[src/rtl/grf_multiport.sv]
// grf_multiport: general register file with NUM_RD combinational read ports, one write port,
// same-cycle write-to-read bypass, optional hardwired-zero r0, per-register pending scoreboard
// and a one-register-per-cycle clear engine.
// Latency: reads are combinational, writes land at the rising edge, and the clear takes DEPTH cycles.
// Backpressure: there is no handshake. While ClrBusy is high, writes, marks and ClrReq are dropped,
// so the caller must stall.
//
// Ports:
//   Clk, Reset (async active-low)
//   RdAddr/RdData/RdPend : packed per-port read address / data / pending-hazard flag
//   WrEn/WrAddr/WrData   : write port (from writeback); WPC is the writer's PC, trace only
//   MarkEn/MarkAddr      : set the pending bit of a destination register
//   ClrReq/ClrBusy       : start / status of the clear engine
// Build option: define GRF_TRACE_EN to print every committed write.
module grf_multiport #(
  parameter int DATA_W   = 32,
  parameter int ADDR_W   = 5,
  parameter int NUM_RD   = 2,
  parameter int ZERO_REG = 1
) (
  input  logic                     Clk,
  input  logic                     Reset,
  input  logic [NUM_RD*ADDR_W-1:0] RdAddr,
  output logic [NUM_RD*DATA_W-1:0] RdData,
  output logic [NUM_RD-1:0]        RdPend,
  input  logic                     WrEn,
  input  logic [ADDR_W-1:0]        WrAddr,
  input  logic [DATA_W-1:0]        WrData,
  input  logic [31:0]              WPC,
  input  logic                     MarkEn,
  input  logic [ADDR_W-1:0]        MarkAddr,
  input  logic                     ClrReq,
  output logic                     ClrBusy
);

  localparam int              DEPTH      = 2 ** ADDR_W;
  localparam bit              HAS_ZERO   = (ZERO_REG != 0);
  localparam logic [ADDR_W:0] IDX_LAST   = (ADDR_W + 1)'(DEPTH - 1);

  typedef enum logic {
    S_IDLE  = 1'b0,
    S_CLEAR = 1'b1
  } state_t;

  state_t              r_state;
  logic [ADDR_W:0]     r_idx;     // one spare bit so the last-index compare never wraps
  logic                r_clr_busy;
  logic [DATA_W-1:0]   r_mem [DEPTH];
  logic [DEPTH-1:0]    r_pend;

  logic w_idle;
  logic w_wr_commit;
  logic w_mark;

  assign w_idle      = (r_state == S_IDLE);
  // r0 is never written and never marked when it is hardwired to zero.
  assign w_wr_commit = WrEn   && w_idle && !(HAS_ZERO && (WrAddr   == '0));
  assign w_mark      = MarkEn && w_idle && !(HAS_ZERO && (MarkAddr == '0));
  assign ClrBusy     = r_clr_busy;

  // Read ports. The bypass uses w_wr_commit so dropped writes never leak into reads.
  for (genvar g = 0; g < NUM_RD; g++) begin : g_rd
    logic [ADDR_W-1:0] w_addr;
    logic              w_hit;
    logic              w_zero;

    assign w_addr = RdAddr[g*ADDR_W +: ADDR_W];
    assign w_hit  = w_wr_commit && (WrAddr == w_addr);
    assign w_zero = HAS_ZERO && (w_addr == '0);

    assign RdData[g*DATA_W +: DATA_W] = w_zero ? '0 : (w_hit ? WrData : r_mem[w_addr]);
    // A write landing this cycle resolves the hazard for the reader right away.
    assign RdPend[g] = r_pend[w_addr] & ~w_hit;
  end

  always_ff @(posedge Clk or negedge Reset) begin
    if (!Reset) begin
      r_state    <= S_IDLE;
      r_idx      <= '0;
      r_clr_busy <= 1'b0;
      r_pend     <= '0;
      for (int i = 0; i < DEPTH; i++) begin
        r_mem[i] <= '0;
      end
    end else begin
      case (r_state)
        S_IDLE: begin
          // A write that arrives with ClrReq still commits; the sweep then zeroes it.
          if (w_wr_commit) begin
            r_mem[WrAddr] <= WrData;
          end
          if (ClrReq) begin
            r_state    <= S_CLEAR;
            r_idx      <= '0;
            r_clr_busy <= 1'b1;
            r_pend     <= '0;
          end else begin
            if (w_wr_commit) begin
              r_pend[WrAddr] <= 1'b0;
            end
            // The mark comes after the clear so that a mark and a write to the same register leave it pending.
            if (w_mark) begin
              r_pend[MarkAddr] <= 1'b1;
            end
          end
        end
        S_CLEAR: begin
          r_mem[r_idx[ADDR_W-1:0]] <= '0;
          r_idx                    <= r_idx + (ADDR_W + 1)'(1);
          if (r_idx == IDX_LAST) begin
            r_state    <= S_IDLE;
            r_clr_busy <= 1'b0;
          end
        end
        default: begin
          r_state    <= S_IDLE;
          r_clr_busy <= 1'b0;
        end
      endcase
    end
  end

`ifdef GRF_TRACE_EN
  always @(posedge Clk) begin
    if (Reset && w_wr_commit) begin
      $display("@%h: $%d <= %h", WPC, WrAddr, WrData);
    end
  end
`else
  logic w_unused_wpc;
  assign w_unused_wpc = ^WPC;
`endif

endmodule
[config.mk]
export PLATFORM = sky130hd
export DESIGN_NAME = grf_multiport
export DESIGN_NICKNAME = d
export VERILOG_FILES = /design/src/rtl/grf_multiport.sv
export SDC_FILE = /design/constraint.sdc
export NUM_CORES = 2
export LEC_CHECK = 0
export CORE_MARGIN = 1
export CORE_UTILIZATION = 43
export DETAILED_ROUTE_END_ITERATION = 8
export GPL_ROUTABILITY_DRIVEN = 0
export PLACE_DENSITY = 0.66
export RECOVER_POWER = 25
export SLEW_MARGIN = 30
export SYNTH_ARGS = -nofsm -noshare
export SYNTH_HDL_FRONTEND = slang
export SYNTH_SLANG_ARGS = --single-unit
export TNS_END_PERCENT = 30
[constraint.sdc]
create_clock -name Clk -period 2.85 [get_ports Clk]
set_input_delay 0.57 -clock Clk [delete_from_list [all_inputs] [get_ports Clk]]
set_output_delay 0.57 -clock Clk [all_outputs]
set_load 0.1 [all_outputs]
==> metrics <==
DR DRC count 0; Core Rows 133; CTS tree done; Boundary Pins 156; area post-placement 67100 µm²; Bufs and invs on worst path 5; routed length per instance 36.5 µm; Yosys cell types 61; Synth Net Count 4678; placed cells 6646; CTS H-Tree Depth 3; first-pass GRT wire length 358000 µm; commonest non-fill, non-tap cells in the layout dfrtp_1 (1064), a22o_1 (979), buf_4 (569), mux4_2 (303), mux2i_1 (302); Seq/Total Area, Yosys 46.7%; hold_ws 0.510 ns; synth-to-layout area growth 28.5%; Setup WS post-layout -0.672 ns; All-Layer GR Usage 36.6%; register area 26600 µm²; Clock Skew 0.0230 ns; total wire length 252000 µm; crit share post-route 124%; drt initial violations 7867; synthesized netlist cell count 4585; Cell Int Power 30.2 mW; final setup vio count 66; area taken by multi-input logic gates 29500 µm²; overall die area 134000 µm²; Synth top area share 46.7%; Worst Setup End Kind primary output; min Tclk post-route 3.52 ns; vias per inst 7.26; average cell area after synthesis 12.4 µm²; peak supply drop 546 µV; largest cells by area after synthesis dfrtp_1 (47%), a22o_1 (15%), mux4_2 (12%), mux2i_1 (5.5%), mux2_2 (3.1%); Seq pwr share 39.4%; Crit Path Class reg2out; final net count 5154; setup TNS -34.81 ns; via count 50141; CTS Buffer Depth 3; top_reg_cell synth dfrtp_1; CP required 2.28 ns; die height 366 µm; Crit path arrival time 2.95 ns; Final Max Slew Viols 51; Initial Util 43.3%; Non-Filler Instances 6907; Final Hold Fails 0; Max Cap Viol 1; #FFs+latches synth 1064; Rel. slew slack -21.4%; fillers 10466; Sw Pwr 14.1 mW; Startpoint Class flop; most common cell after layout, fill and taps aside dfrtp_1; Remaining Overflow, GRT 0; vias in the first global route 49486; worst skew pair latency 0.76 ns; CTS Buf Count 110; slew at the pin closest to its max-slew limit 1.82 ns; ys async rst share 100%; largest net degree at the start of global routing 101; worst hold path type reg2reg; crit path cell chain nor2b_2 > nand4_1 > or3_4 > buf_8 > buf_12 > buf_4 > buf_4 > nand3_4 > a211oi_4 > nor2_4 > buf_12; Worst path top cell family by delay simple AND/OR/NAND/NOR gates; Post-DRT Antenna Nets 0; power per cell area 605 nW/µm²; final instance area 73200 µm²; Post-Syn Area 57000 µm²; Pre-antenna DRT Iters 9; antenna violations before repair 7; Logic pwr share 24.5%; RSZ-0062 raised after global routing yes; Post-synth EDFFs 0; Leakage Power 33.0 nW; pre-CTS setup slack -1.16 ns; clock power share 36.1%; hpwl dp 166000 µm; layout cell share with drive strength beyond 1 35.8%; crit-path max cell delay 0.49 ns; root buffer cell clkbuf_16; CP max stage cell or3_4; outcome finished, violations left; Port-buffer cells 123; max frequency 0.284 GHz; Reg clk slew, reported paths 0.06 ns; total core area 131000 µm²; die outline width 366 µm; switching share of power 31.9%; Num Clock Sinks 1064; leading area contributor after synthesis dfrtp_1; crit path max fanout 5; Syn. warnings 0; failing checks max-capacitance violations, max-slew violations, negative setup slack
[state kept, by name, indices dropped and copies added (netlist names)]
| signal | count |
|---|---|
| ClrBusy | 1 |
| r_idx | 6 |
| r_mem | 1024 |
| r_pend | 32 |
| r_state | 1 |
[Yosys cell counts (15+ instances only)]
cell       count
a221oi_1      24
nand3_1       34
buf_4         60
mux2i_1      314
o22ai_1       79
a21oi_1      144
nor2_1        41
a2111oi_0     34
o211a_1       17
and2_1        44
nand4_1       28
mux4_2       303
buf_1         55
a211oi_1      56
nor2_2        17
mux2_2       157
o21a_1        16
nand2b_1      22
buf_6         34
a221o_1       22
buf_2         81
a22o_1       985
o21ai_0      110
nor2b_1       53
a22oi_1       64
clkbuf_1     346
a31oi_1       15
nand2_1      194
o211ai_1      18
dfrtp_1     1064
nor3_1        20
[per-layer routing]
metal | GRT usage, % | part of all wire (%) | routed length (µm)
met3 | 12.8 | 14 | 36400
met1 | 46.3 | 35 | 88400
met5 | 0 | 0.051 | 128
met2 | 52.0 | 42 | 105000
met4 | 26.7 | 8.7 | 21900
[per-stage QoR]
| stage | power [mW] | utilization, % |
|---|---|---|
| after detailed placement | 27.7 | 51.1 |
| final | 44.3 | 55.7 |
| after CTS | 43.8 | 55.2 |
| after floorplan | 22.7 | - |
| after global routing | 45.3 | 55.7 |
| after global placement | 27.6 | 51.1 |
[area by class of cell]
| cell class | instances | share of cell area, % |
|---|---|---|
| Tap cell | 1755 | 3.00 |
| Sequential cell | 1064 | 36.4 |
| Antenna cell | 2 | 0.00684 |
| Inverter | 10 | 0.0530 |
| Multi-Input combinational cell | 2926 | 40.3 |
| Clock buffer | 157 | 4.51 |
| Clock inverter | 44 | 0.894 |
| Timing Repair Buffer | 949 | 14.8 |
[timing repair]
action | in CTS | in global routing
buffers inserted | 27 | 31
pin swaps | 54 | 26
gates resized for setup | 234 | 105
setup endpoints to repair | 66 | 66
endpoints found under the hold margin | 39 | 0
gates cloned | 6 | 5
hold buffers | 1 | 0
[power by group through the flow]
stage	sequential [mW]	clock [mW]	combinational, mW
6_report	17.5	16.0	10.8
5_1_grt	17.6	16.6	11.1
4_1_cts	17.4	16.0	10.4
3_5_place_dp	17.6	0	10.1
3_3_place_gp	17.6	0	9.99
2_1_floorplan	17.3	0	5.38
[path summary, 6_finish.rpt]
kind | from | cells past startpoint | slack, ns | endpoint
worst max-delay path | r_state | 11 | -0.67 | RdData[19]
worst min-delay path | r_mem[998] | 1 | 0.51 | r_mem[998]
worst max register to register | r_state | 6 | 0.17 | r_pend[16]
worst min register to register | r_mem[998] | 1 | 0.51 | r_mem[998]
max in group asynchronous | Reset | 4 | 0.04 | r_mem[999]
min in group asynchronous | Reset | 2 | 0.88 | r_mem[601]
[cell families (layout without fill, tap and decap cells)]
| kind of cell | count (synthesis) | in the layout | share of synthesized area, % |
|---|---|---|---|
| AND/OR/NAND/NOR | 499 | 499 | 4.44 |
| XOR/XNOR | 12 | 12 | 0.184 |
| other | 0 | 2 | 0 |
| multiplexers | 774 | 774 | 20.6 |
| flip-flops | 1064 | 1064 | 46.7 |
| adder cells (fa/ha/maj) | 4 | 4 | 0.0878 |
| buffers and inverters | 595 | 1160 | 5.10 |
| AO/OA/AOI/OAI | 1637 | 1637 | 22.9 |
[worst register-to-register path: stages, from the launching register on]
cell and delay [ns]:
dfrtp_1 0.40, buf_4 0.15, clkbuf_2 0.53, nand2b_1 0.47, nor4_2 0.68, a21oi_1 0.15
o21ai_0 0.21
Note: power is estimated with default switching activity, not from simulation.
